File: config.mk
export PLATFORM = sky130hd
export DESIGN_NAME = ps2_key_decoder
export DESIGN_NICKNAME = d
export VERILOG_FILES = /design/src/rtl/ps2_key_decoder.sv
export SDC_FILE = /design/constraint.sdc
export NUM_CORES = 1
export LEC_CHECK = 0
export ABC_AREA = 1
export BUFFER_PORTS_ARGS = -buffer_cell sky130_fd_sc_hd__clkbuf_2
export CAP_MARGIN = 40
export CORE_AREA = 3 3 96 98
export CTS_CLUSTER_SIZE = 16
export DETAILED_ROUTE_END_ITERATION = 7
export DIE_AREA = 0 0 99 101
export GPL_ROUTABILITY_DRIVEN = 0
export PLACE_DENSITY = 0.66
export RECOVER_POWER = 25
export SYNTH_ARGS = -nofsm -noshare
export SYNTH_HDL_FRONTEND = slang
export SYNTH_SLANG_ARGS = --single-unit
File: constraint.sdc
create_clock -name clock -period 5.26 [get_ports clock]
set_input_delay 0.263 -clock clock [delete_from_list [all_inputs] [get_ports clock]]
set_output_delay 0.263 -clock clock [all_outputs]
set_load 0.01 [all_outputs]
File: src/rtl/ps2_key_decoder.sv
// PS/2 Set 2 scancode to ASCII decoder with prefix FSM, modifier tracking and an output FIFO.
// Optional caps-lock tracking is enabled by defining PS2_KEY_DECODER_CAPS_LOCK_EN.
module ps2_key_decoder #(
    parameter int FIFO_DEPTH = 8
) (
    input  logic       clock,
    input  logic       reset_n,
    input  logic [7:0] byte_in,
    input  logic       byte_valid,
    output logic [7:0] key_ascii,
    output logic       key_valid,
    input  logic       key_ready,
    output logic       shift_active,
    output logic       caps_lock,
    output logic       overflow
);

    localparam int AW = $clog2(FIFO_DEPTH);

    localparam logic [7:0] CODE_EXT    = 8'hE0;
    localparam logic [7:0] CODE_BRK    = 8'hF0;
    localparam logic [7:0] CODE_LSHIFT = 8'h12;
    localparam logic [7:0] CODE_RSHIFT = 8'h59;
`ifdef PS2_KEY_DECODER_CAPS_LOCK_EN
    localparam logic [7:0] CODE_CAPS   = 8'h58;
`endif

    typedef enum logic [1:0] {
        IDLE,
        EXT,
        BRK,
        EXT_BRK
    } state_t;

    typedef struct packed {
        logic       hit;
        logic [7:0] ascii;
    } map_t;

    // Translate a non-extended make code; hit=0 means the key produces no character.
    function automatic map_t map_code(input logic [7:0] code, input logic upper);
        map_t       m;
        logic [4:0] letter;
        logic       is_letter;
        m         = '0;
        letter    = '0;
        is_letter = 1'b0;
        case (code)
            8'h1C: begin is_letter = 1'b1; letter = 5'd0;  end
            8'h32: begin is_letter = 1'b1; letter = 5'd1;  end
            8'h21: begin is_letter = 1'b1; letter = 5'd2;  end
            8'h23: begin is_letter = 1'b1; letter = 5'd3;  end
            8'h24: begin is_letter = 1'b1; letter = 5'd4;  end
            8'h2B: begin is_letter = 1'b1; letter = 5'd5;  end
            8'h34: begin is_letter = 1'b1; letter = 5'd6;  end
            8'h33: begin is_letter = 1'b1; letter = 5'd7;  end
            8'h43: begin is_letter = 1'b1; letter = 5'd8;  end
            8'h3B: begin is_letter = 1'b1; letter = 5'd9;  end
            8'h42: begin is_letter = 1'b1; letter = 5'd10; end
            8'h4B: begin is_letter = 1'b1; letter = 5'd11; end
            8'h3A: begin is_letter = 1'b1; letter = 5'd12; end
            8'h31: begin is_letter = 1'b1; letter = 5'd13; end
            8'h44: begin is_letter = 1'b1; letter = 5'd14; end
            8'h4D: begin is_letter = 1'b1; letter = 5'd15; end
            8'h15: begin is_letter = 1'b1; letter = 5'd16; end
            8'h2D: begin is_letter = 1'b1; letter = 5'd17; end
            8'h1B: begin is_letter = 1'b1; letter = 5'd18; end
            8'h2C: begin is_letter = 1'b1; letter = 5'd19; end
            8'h3C: begin is_letter = 1'b1; letter = 5'd20; end
            8'h2A: begin is_letter = 1'b1; letter = 5'd21; end
            8'h1D: begin is_letter = 1'b1; letter = 5'd22; end
            8'h22: begin is_letter = 1'b1; letter = 5'd23; end
            8'h35: begin is_letter = 1'b1; letter = 5'd24; end
            8'h1A: begin is_letter = 1'b1; letter = 5'd25; end
            8'h45: m = '{hit: 1'b1, ascii: 8'h30};
            8'h16: m = '{hit: 1'b1, ascii: 8'h31};
            8'h1E: m = '{hit: 1'b1, ascii: 8'h32};
            8'h26: m = '{hit: 1'b1, ascii: 8'h33};
            8'h25: m = '{hit: 1'b1, ascii: 8'h34};
            8'h2E: m = '{hit: 1'b1, ascii: 8'h35};
            8'h36: m = '{hit: 1'b1, ascii: 8'h36};
            8'h3D: m = '{hit: 1'b1, ascii: 8'h37};
            8'h3E: m = '{hit: 1'b1, ascii: 8'h38};
            8'h46: m = '{hit: 1'b1, ascii: 8'h39};
            8'h29: m = '{hit: 1'b1, ascii: 8'h20};
            8'h5A: m = '{hit: 1'b1, ascii: 8'h0D};
            8'h66: m = '{hit: 1'b1, ascii: 8'h08};
            default: m = '0;
        endcase
        if (is_letter) begin
            m.hit   = 1'b1;
            m.ascii = (upper ? 8'h41 : 8'h61) + {3'b000, letter};
        end
        return m;
    endfunction

    // ------------------------------------------------------------------
    // Prefix FSM
    // ------------------------------------------------------------------
    state_t state_q, state_d;
    logic   make_stb;
    logic   break_stb;

    always_ff @(posedge clock or negedge reset_n) begin
        if (!reset_n) state_q <= IDLE;
        else          state_q <= state_d;
    end

    // NOTE: every always_comb output gets a default first so no path can infer a latch.
    always_comb begin
        state_d   = state_q;
        make_stb  = 1'b0;
        break_stb = 1'b0;
        if (byte_valid) begin
            case (state_q)
                IDLE: begin
                    if (byte_in == CODE_EXT)      state_d = EXT;
                    else if (byte_in == CODE_BRK) state_d = BRK;
                    else                          make_stb = 1'b1;
                end
                EXT: begin
                    if (byte_in == CODE_BRK)      state_d = EXT_BRK;
                    else if (byte_in != CODE_EXT) state_d = IDLE;
                end
                BRK: begin
                    if (byte_in != CODE_BRK) begin
                        break_stb = 1'b1;
                        state_d   = IDLE;
                    end
                end
                EXT_BRK: state_d = IDLE;
                default: state_d = IDLE;
            endcase
        end
    end

    // ------------------------------------------------------------------
    // Modifier tracking (non-extended makes and breaks only)
    // ------------------------------------------------------------------
    logic lshift_q, rshift_q;

    // NOTE: registered state uses non-blocking assignments so every flop samples pre-edge values.
    always_ff @(posedge clock or negedge reset_n) begin
        if (!reset_n) begin
            lshift_q <= 1'b0;
            rshift_q <= 1'b0;
        end else begin
            if (make_stb && byte_in == CODE_LSHIFT)  lshift_q <= 1'b1;
            if (break_stb && byte_in == CODE_LSHIFT) lshift_q <= 1'b0;
            if (make_stb && byte_in == CODE_RSHIFT)  rshift_q <= 1'b1;
            if (break_stb && byte_in == CODE_RSHIFT) rshift_q <= 1'b0;
        end
    end

    assign shift_active = lshift_q | rshift_q;

`ifdef PS2_KEY_DECODER_CAPS_LOCK_EN
    logic caps_lock_q, caps_held_q;

    // caps_held suppresses toggling on typematic repeats until the key is released.
    always_ff @(posedge clock or negedge reset_n) begin
        if (!reset_n) begin
            caps_lock_q <= 1'b0;
            caps_held_q <= 1'b0;
        end else begin
            if (make_stb && byte_in == CODE_CAPS) begin
                if (!caps_held_q) caps_lock_q <= ~caps_lock_q;
                caps_held_q <= 1'b1;
            end
            if (break_stb && byte_in == CODE_CAPS) caps_held_q <= 1'b0;
        end
    end

    assign caps_lock = caps_lock_q;
`else
    assign caps_lock = 1'b0;
`endif

    // ------------------------------------------------------------------
    // Character FIFO
    // ------------------------------------------------------------------
    map_t          mapped;
    logic          push, pop, push_ok, full;
    logic [AW-1:0] wr_ptr, rd_ptr;
    logic [AW:0]   count;
    logic [7:0]    mem [FIFO_DEPTH];

    assign mapped    = map_code(byte_in, shift_active ^ caps_lock);
    assign push      = make_stb & mapped.hit;
    assign key_valid = (count != '0);
    assign full      = (count == (AW+1)'(FIFO_DEPTH));
    assign pop       = key_valid & key_ready;
    // A full FIFO still accepts a push when the head leaves in the same cycle.
    assign push_ok   = push & (~full | pop);
    assign key_ascii = key_valid ? mem[rd_ptr] : 8'h00;

    // NOTE: the storage array has no reset; count alone defines which entries are meaningful.
    always_ff @(posedge clock) begin
        if (push_ok) mem[wr_ptr] <= mapped.ascii;
    end

    always_ff @(posedge clock or negedge reset_n) begin
        if (!reset_n) begin
            wr_ptr   <= '0;
            rd_ptr   <= '0;
            count    <= '0;
            overflow <= 1'b0;
        end else begin
            if (push_ok) wr_ptr <= wr_ptr + 1'b1;
            if (pop)     rd_ptr <= rd_ptr + 1'b1;
            case ({push_ok, pop})
                2'b10:   count <= count + 1'b1;
                2'b01:   count <= count - 1'b1;
                default: count <= count;
            endcase
            if (push && !push_ok) overflow <= 1'b1;
        end
    end

endmodule

**After elaboration in Yosys (flattened, before gate mapping)**

Memories as Yosys holds them, arrays and structs flattened.
Cells that the tools add are included.

- Multiplexer cells: 26
- Bitwise operators: 6
- Reduce and logical (&&, ||, !) cells: 13
- Eq/ne operators: 54
- $add $sub $neg: 5

Operators by type and width:

| operator | number |
|---|---|
| $eq A8 B6 Y1 const B | 23 |
| $pmux W5 S25 | 1 |
| $pmux W9 S13 | 1 |
| $eq A8 B7 Y1 const B | 10 |
| $eq A8 B5 Y1 const B | 8 |
| $reduce_or A26 Y1 | 1 |
| $eq A8 B8 Y1 const B | 2 |
| $ne A8 B8 Y1 const B | 2 |
| $mux W1 | 14 |
| $mux W2 | 5 |
| $mux W9 | 1 |
| $add A7 B5 Y8 | 1 |
| $mux W8 | 1 |
| $pmux W2 S4 | 1 |
| $pmux W4 S2 | 1 |
| $add A3 B1 Y3 const B | 2 |
| $eq A2 B2 Y1 const B | 3 |
| $mux W6 | 1 |
| $ne A3 B3 Y1 const B | 2 |
| $reduce_bool A2 Y1 | 3 |
| $logic_and A1 B1 Y1 | 5 |
| $add A4 B1 Y4 const B | 1 |
| $eq A2 B1 Y1 const B | 2 |
| $eq A4 B4 Y1 const B | 1 |
| other kinds (9) | 12 |

- Bits in writable memories: 64
- Input port bits: 12
- Memories kept: 1
- Logic and storage cells: 112
- Output and inout port bits: 12
- Flip-flop bits (word level): 15

Memory list:

| memory | depth | bits a word | rd ports | clocked after Yosys merged registers in | write ports | line | RTL |
|---|---|---|---|---|---|---|---|
| mem | 8 | 8 | 1 | 0 | 1 | 186 | `logic [7:0] mem [FIFO_DEPTH];` |

**Longest topological paths before layout**

Gate-level depths: netlist of run 1.

- Word-level depth: 9
- Gate-level depth with buffers: 22
- Gate-level depth less buffers: 21

**Least setup slack after synthesis of run 1**

No wires, ideal clock.

- Path kind: input-to-reg
- From: input byte_in[7]
- To: register count[3]
- Stages: 21
- Setup slack: 3.037 ns
- Data required time: 5.144 ns
- Path buffers: 0
- Library setup time: 0.116 ns
- Arrival: 2.106 ns
- Cell sequence: inv_2 > nand2_1 > nor2_2 > nand2_1 > nand2_1 > nor2_2 > nand2_1 > nor2_2 > nand3_2 > nand2_4 > nand2_4 > inv_1 > ha_1 > nand2_1 > nand2_1 > a31oi_1 > inv_1 > nand2_1 > nand2_1 > nand2_1 > nand2_1

- Word-level cells in the longest chain between the ends: 9
- Elaborated cells between the ends (all ways): 55
- Classes of those cells: eq/ne: 43; mux: 8; bitwise: 2; reduce/logical: 2

RTL lines:

| element | line | RTL |
|---|---|---|
| start, declared | 8 | `input logic [7:0] byte_in,` |
| parallel branches: the longest is 5 deep, another holds $reduce_or A26 Y1 | -- |  |
| $and A1 B1 Y1 * | 189 | `assign push = make_stb & mapped.hit;` |
| $and A1 B1 Y1 * | 194 | `assign push_ok = push & (~full \| pop);` |
| $eq A2 B1 Y1 or $eq A2 B2 Y1 (tied branches) | 211 | `case ({push_ok, pop})` |
| $pmux W4 S2 or $reduce_bool A2 Y1 (tied branches) | -- |  |
| end signal, assigned | 212 | `2'b10: count <= count + 1'b1;` |
| end signal, assigned | 213 | `2'b01: count <= count - 1'b1;` |
| end signal, assigned | 214 | `default: count <= count;` |
| end, declared | 185 | `logic [AW:0] count;` |

Every way passes the cells marked *.
A chain may end at the register's enable or synchronous reset.

**Worst setup path after layout of run 1**

- From: register state_q[0]
- To: memory mem[2][4] (enable)

- Word-level cells in the longest chain between the ends: 7

RTL lines:

| element | line | RTL |
|---|---|---|
| start, declared | 100 | `state_t state_q, state_d;` |
| start signal, assigned | 106 | `else state_q <= state_d;` |
| $logic_not A2 Y1 | 115 | `case (state_q)` |
| $mux W1 | 115 |  |
| $mux W1 | 114 | `if (byte_valid) begin` |
| $and A1 B1 Y1 | 189 |  |
| $and A1 B1 Y1 | 194 |  |
| $mux W1 | 199 | `if (push_ok) mem[wr_ptr] <= mapped.ascii;` |
| $mux W1 (not written as such) | 199 |  |
| end, declared | 186 |  |

Every way passes these cells.

==> flow_summary.yaml, run 1 <==
setup_path:
  worstReg2RegEnd: "mem[2][4]"
  r2r_setup_slack_ns: 2.52
  crit_cells: 9
  reg2reg_depth: 9
  start_kind: "flop"
  cpPeakStageDelay_ns: 0.60
  arrival_ns: 2.73
  critPathSlowestCell: "nor3_2"
  critPathKind: "reg2reg"
  startpoint: "state_q[0]"
  cpMostUsedCell: "nor2_1"
  crit_end: "mem[2][4]"
  worstPathCellList: "nor2_1 > inv_1 > nor2_1 > nand2_1 > nor2_1 > nand2_4 > nor2_1 > nand2_2 > nor3_2"
  cp_top_family: "simple AND/OR/NAND/NOR gates"
  cp_num_buf_inv: 1
  cp-end-kind: "flop"
  cp_data_required_time_ns: 5.24
  critical_path.max_fanout: 8
  r2r_start: "state_q[0]"
clock_tree:
  clock_path_buffers: 2
  cts_setup_buffers: 0
  post_cts_resized: 0
  h-tree-depth: 3
  tritoncts: "built"
  cts_made_buffers: 9
  cts.sinks: 79
  postCtsHoldBufs: 1
  root_buffer: "clkbuf_8"
  insertion_delay_ns: 0.35
  path_clk_slew_ns: 0.08
sta:
  setup_tns_ns: 0
  worst_pin_slew_ns: 0.815
  period_share_pct: 52.2
  post-route-min-period_ns: 2.74
  whs_ns: 0.274
  rsz0062_at_grt: "false"
  finalSetupViolCount: 0
  finalWorstSetupSlack_ns: 2.52
  relSlewSlack_pct: 45.7
  fin_skew_ns: 0.0134
  hold_viol: 0
  timing.fmax_mhz: 364
  slew_violations: 0
floorplan:
  rows: 34
  die_h_microns: 101
  fp.dieW_microns: 99
  initial_core_util_pct: 48.4
  dieArea_sq_um: 10000
  io_pins: 24
  core-area_sq_um: 8550
drt:
  antenna_left: 0
  dr_total_vias: 3186
  viasPerCell: 5.24
  drt_pass1_iterations: 5
  wire_per_inst_microns: 14.3
  drt_iter0_markers: 160
  wl_microns: 8680
  drc_errors: 0
global_route:
  grt-ovfl-total: 0
  antenna_found_initial: 0
  grt_pass1_vias: 3108
  grt_pass1_wl_microns: 14500
  grt_usage_pct: 18.4
  grt_max_degree: 36
synth:
  synth_cell_types: 35
  synthMuxAreaShare_pct: 0
  synth_simple_gate_area_share_pct: 26.5
  synth.cell_area_sq_um: 4140
  yosysSeqAreaShare_pct: 55.5
  synth_compound_area_share_pct: 9.92
  yosys_warnings: 0
  ys_ff_latch: 79
  syn_area_per_cell_sq_um: 8.92
  yosys.area_share.xor_xnor_pct: 0.847
  synth_top_family_by_area: "simple AND/OR/NAND/NOR gates"
  syn_inst: 464
  synth_fa_ha_area_share_pct: 2.00
run:
  cap_violations: 0
finish:
  syn_to_final_growth_pct: 10.4
  drive_gt1_share_pct: 12.4
  final_nets: 513
  fin_area_sq_um: 4570
  fillers: 799
  fin_cells: 608
  diodes: 0
placed_design:
  dp_cells: 591
  dp_slack_ns: 2.42
  dpl_cell_area_sq_um: 4380
  numPortBuffers: 22
  hpwl_microns: 6230
outcome:
  status: "finished clean"
power:
  power.density_nw_per_um2: 427
  peakVddDrop_uv: 209
  p_leak_uw: 0.00191
worst_hold_path:
  holdCritPathClass: "in2reg"
## layout by cell type (no fill, tap or decap), types with 6 or more instances in the layout
cell type  synthesis  layout
dfrtp_1           15      15
clkbuf_2           0      17
nor2_2            10       8
conb_1             1       9
nor3_2             6       6
a31oi_1            9       9
inv_2              6       6
inv_1             32      32
nor2_1            86      89
clkbuf_8           0       9
o22ai_1            8       8
nand4_1            7       7
edfxtp_1          64      64
o21ai_0           47      47
nand2_1          102     102
nand3_1           16      16
## registers in the layout, summed over array words and instances, names as in the netlist
signal,count
count,4
lshift_q,1
mem,64
overflow,1
rd_ptr,3
rshift_q,1
state_q,2
wr_ptr,3
## layout make-up
cell class,count,area [sq um],area share [%]
multi-input combinational,342,1650,36.1
inverter,38,143,3.12
timing repair buffer,25,149,3.26
clock inverter,7,72.6,1.59
sequential,79,2300,50.3
tap,108,135,2.96
clock buffer,9,124,2.71
## metal layers
metal / up-vias / GRT usage (%) / share of wire (%)
li1: 1619 / - / -
met4: 0 / 7.46 / 2.7
met1: 1484 / 22.8 / 46
met2: 64 / 31.8 / 48
met3: 19 / 3.39 / 3.4
met5: - / 0 / 0
## worst min-delay path by stage
stage                             to  cells after the start       start  slack, ns
after floorplan             count[0]                      0     reset_n      -0.03
after global placement      count[2]                      1     reset_n       0.20
after detailed placement  state_q[0]                      1     reset_n       0.20
after CTS                 state_q[1]                      3  byte_valid       0.27
after global routing        overflow                      4   key_ready       0.30
final                       overflow                      4   key_ready       0.27
## synth_stat cells
| library cell | n | area, sq um |
|---|---|---|
| inv_1 | 32 | 120 |
| nor3_1 | 4 | 20.0 |
| o21ai_0 | 47 | 235 |
| xor2_1 | 3 | 26.3 |
| o2111ai_1 | 1 | 8.76 |
| o21bai_1 | 1 | 7.51 |
| and2_1 | 1 | 6.26 |
| conb_1 | 1 | 3.75 |
| nor2_1 | 86 | 323 |
| a21oi_1 | 5 | 25.0 |
| inv_2 | 6 | 22.5 |
| nor4_1 | 2 | 12.5 |
| clkbuf_1 | 10 | 37.5 |
| nor3b_1 | 2 | 15.0 |
| dfrtp_1 | 15 | 375 |
| xnor2_1 | 1 | 8.76 |
| edfxtp_1 | 64 | 1920 |
| buf_6 | 2 | 22.5 |
| o22ai_1 | 8 | 50.1 |
| nand2_1 | 102 | 383 |
| ha_1 | 5 | 62.6 |
| nand2_2 | 5 | 31.3 |
| a21o_1 | 1 | 7.51 |
| nor2_2 | 10 | 62.6 |
| fa_1 | 1 | 20.0 |
| o21ai_1 | 4 | 20.0 |
| nand3_2 | 1 | 10.0 |
| nand2_4 | 3 | 33.8 |
| nand3_1 | 16 | 80.1 |
| nor2_4 | 1 | 11.3 |
| and3_1 | 1 | 6.26 |
| nand4_1 | 7 | 43.8 |
| nor3_2 | 6 | 60.1 |
| a31oi_1 | 9 | 56.3 |
| buf_4 | 1 | 7.51 |
## power by group
part / total, uW / leakage, uW / internal, uW / switching, uW
Clock: 444 / 0.0000924 / 220 / 225
Combinational: 716 / 0.00105 / 258 / 458
Sequential: 791 / 0.000764 / 728 / 63.3
## logic make-up (layout without fill, tap and decap cells)
logic type | count (synthesis) | after routing
compound gates | 76 | 76
xor+xnor | 4 | 4
fa+ha+maj | 6 | 6
buf+inv | 51 | 79
flops | 79 | 79
other cells | 1 | 9
simple gates | 247 | 247
## tightest hold or removal path, stage by stage
cell and delay (ns):
clkbuf_2 0.10, nor3_1 0.07, inv_1 0.07, o21bai_1 0.08
## metrics by stage
step	power, uW	utilization, %
floorplan	1290	-
global placement	1490	50.9
detailed placement	1530	51.2
CTS	1970	53.6
global route	2090	53.4
finish	1950	53.4
Note: power is estimated with default switching activity, not from simulation.
==> run 2, diff against run 1 <==
--- a/config.mk
+++ b/config.mk
@@ -13,7 +13,7 @@
 export DETAILED_ROUTE_END_ITERATION = 7
 export DIE_AREA = 0 0 99 101
 export GPL_ROUTABILITY_DRIVEN = 0
-export PLACE_DENSITY = 0.66
+export PLACE_DENSITY = 0.68
 export RECOVER_POWER = 25
 export SYNTH_ARGS = -nofsm -noshare
 export SYNTH_HDL_FRONTEND = slang
==> constraint.sdc (replaced) <==
create_clock -name clock -period 2.5 [get_ports clock]
set_input_delay 0.125 -clock clock [delete_from_list [all_inputs] [get_ports clock]]
set_output_delay 0.125 -clock clock [all_outputs]
set_load 0.01 [all_outputs]
==> flow_summary.yaml, run 2 (same netlist as run 1, synthesis figures left out) <==
global_route:
  grt-ovfl-total: 0
  met2_usage_pct: 32.1
  grt_pass1_wl_microns: 14500
  use_met3_pct: 3.74
  grt_pass1_vias: 3112
  grt_usage_pct: 18.7
  antenna_found_initial: 0
  busiest_layer: "met2"
  use_met1_pct: 23.0
  grt_max_degree: 35
run:
  cap_violations: 0
sta:
  finalSetupViolCount: 0
  post-route-min-period_ns: 2.25
  worst_pin_slew_ns: 0.801
  fin_skew_ns: 0.0124
  setup_tns_ns: 0
  relSlewSlack_pct: 46.6
  slew_violations: 0
  rsz0062_at_grt: "false"
  period_share_pct: 90.1
  timing.fmax_mhz: 444
  hold_viol: 0
clock_tree:
  root_buffer: "clkbuf_8"
  cts_made_buffers: 9
  path_clk_slew_ns: 0.09
  h-tree-depth: 3
  clock_path_buffers: 2
  cts_setup_buffers: 0
  insertion_delay_ns: 0.36
  cts.sinks: 79
  tritoncts: "built"
finish:
  drive_gt1_share_pct: 15.4
  layout_common_cells: "nand2_1, nor2_1, edfxtp_1"
  syn_to_final_growth_pct: 13.4
  fillers: 770
  largest_reg_flops: 64
  final_nets: 533
  diodes: 0
  fin_cells: 628
  top_regs: "mem x64, count x4"
  final_common_cell: "nand2_1"
  regMostFlops: "mem"
drt:
  wire_per_inst_microns: 13.9
  wl_microns: 8710
  viasPerCell: 5.24
  drt_pass1_iterations: 4
  drt_iter0_markers: 139
  drc_errors: 0
  antenna_left: 0
  dr_total_vias: 3289
placed_design:
  numPortBuffers: 22
  dp_cells: 611
  hpwl_microns: 6280
setup_path:
  arrival_ns: 2.50
  reg2reg_depth: 17
  worstReg2RegEnd: "count[3]"
  cp-end-kind: "flop"
  start_kind: "flop"
  critical_path.max_fanout: 5
  cp_data_required_time_ns: 2.75
  r2r_setup_slack_ns: 0.25
  r2r_start: "state_q[0]"
  critPathKind: "reg2reg"
floorplan:
  dieArea_sq_um: 10000
  fp.dieW_microns: 99
  initial_core_util_pct: 48.4
  core-area_sq_um: 8550
  rows: 34
  die_h_microns: 101
  io_pins: 24
power:
  p_leak_uw: 0.00200
  total_power_uw: 4130
  power.density_nw_per_um2: 880
  peakVddDrop_uv: 493
worst_hold_path:
  hp-start: "key_ready"
  min_path_cells: 4
  holdCritPathClass: "in2reg"
  worstHoldEndpoint: "overflow"
outcome:
  status: "finished clean"
-- run 2: layout make-up --
type	instances	area, sq um	area share [%]
inverters	38	143	3.04
multi-input cells	342	1650	35.2
well taps	108	135	2.88
flip-flops and latches	79	2300	48.9
clock inverters	7	75.1	1.60
clock buffers	9	124	2.64
repair buffers	45	269	5.73
-- run 2: power breakdown --
| group | internal [uW] | switching [uW] | total [uW] |
|---|---|---|---|
| sequential | 1530 | 87.2 | 1620 |
| combinational | 565 | 1020 | 1590 |
| clock | 396 | 527 | 923 |
-- run 2: repair_timing --
item / in CTS / in global routing
hold buffers: 1 / 0
endpoints found under the setup margin: 0 / 1
hold endpoints to repair: 15 / 0
gates resized for setup: 0 / 2
-- run 2: metal layers --
metal	part of all wire [%]	vias to the layer above
met2	50	68
met4	2.4	0
li1	-	1661
met1	44	1544
met3	3.7	16
met5	0	-
-- run 2: how the worst max path moves through the flow --
stage          startpoint         to  slack (ns)  depth (start not counted)
2_1_floorplan  state_q[0]   count[3]        0.29                         17
3_3_place_gp   byte_in[7]   count[3]        0.05                         22
3_5_place_dp   byte_in[4]   count[3]       -0.03                         21
4_1_cts        state_q[0]   count[3]        0.14                         17
5_1_grt        state_q[0]  mem[6][4]        0.02                         10
6_report       state_q[0]   count[3]        0.25                         17
-- run 2: worst max-delay path: stages (launching register included) --
cell and delay [ns]:
dfrtp_1 0.43, nor2_1 0.16, inv_1 0.05, nor2_1 0.14, nand2_1 0.12, nor2_4 0.13
nand2_4 0.08, nand2_4 0.05, inv_1 0.05, ha_1 0.31, nand2_1 0.08, nand2_1 0.05
a31oi_1 0.19, inv_1 0.06, nand2_1 0.08, nand2_1 0.06, nand2_1 0.05, nand2_1 0.04
-- run 2: stage by stage --
step                area, sq um  hold slack, ns  worst slack [ns]  utilization [%]
floorplan                  4170          -0.171             0.291                -
global placement           4510          0.0578            0.0518             52.8
detailed placement         4510          0.0603           -0.0326             52.8
CTS                        4720           0.117             0.139             55.2
global route               4690           0.144            0.0166             54.9
finish                     4690           0.129             0.248             54.9
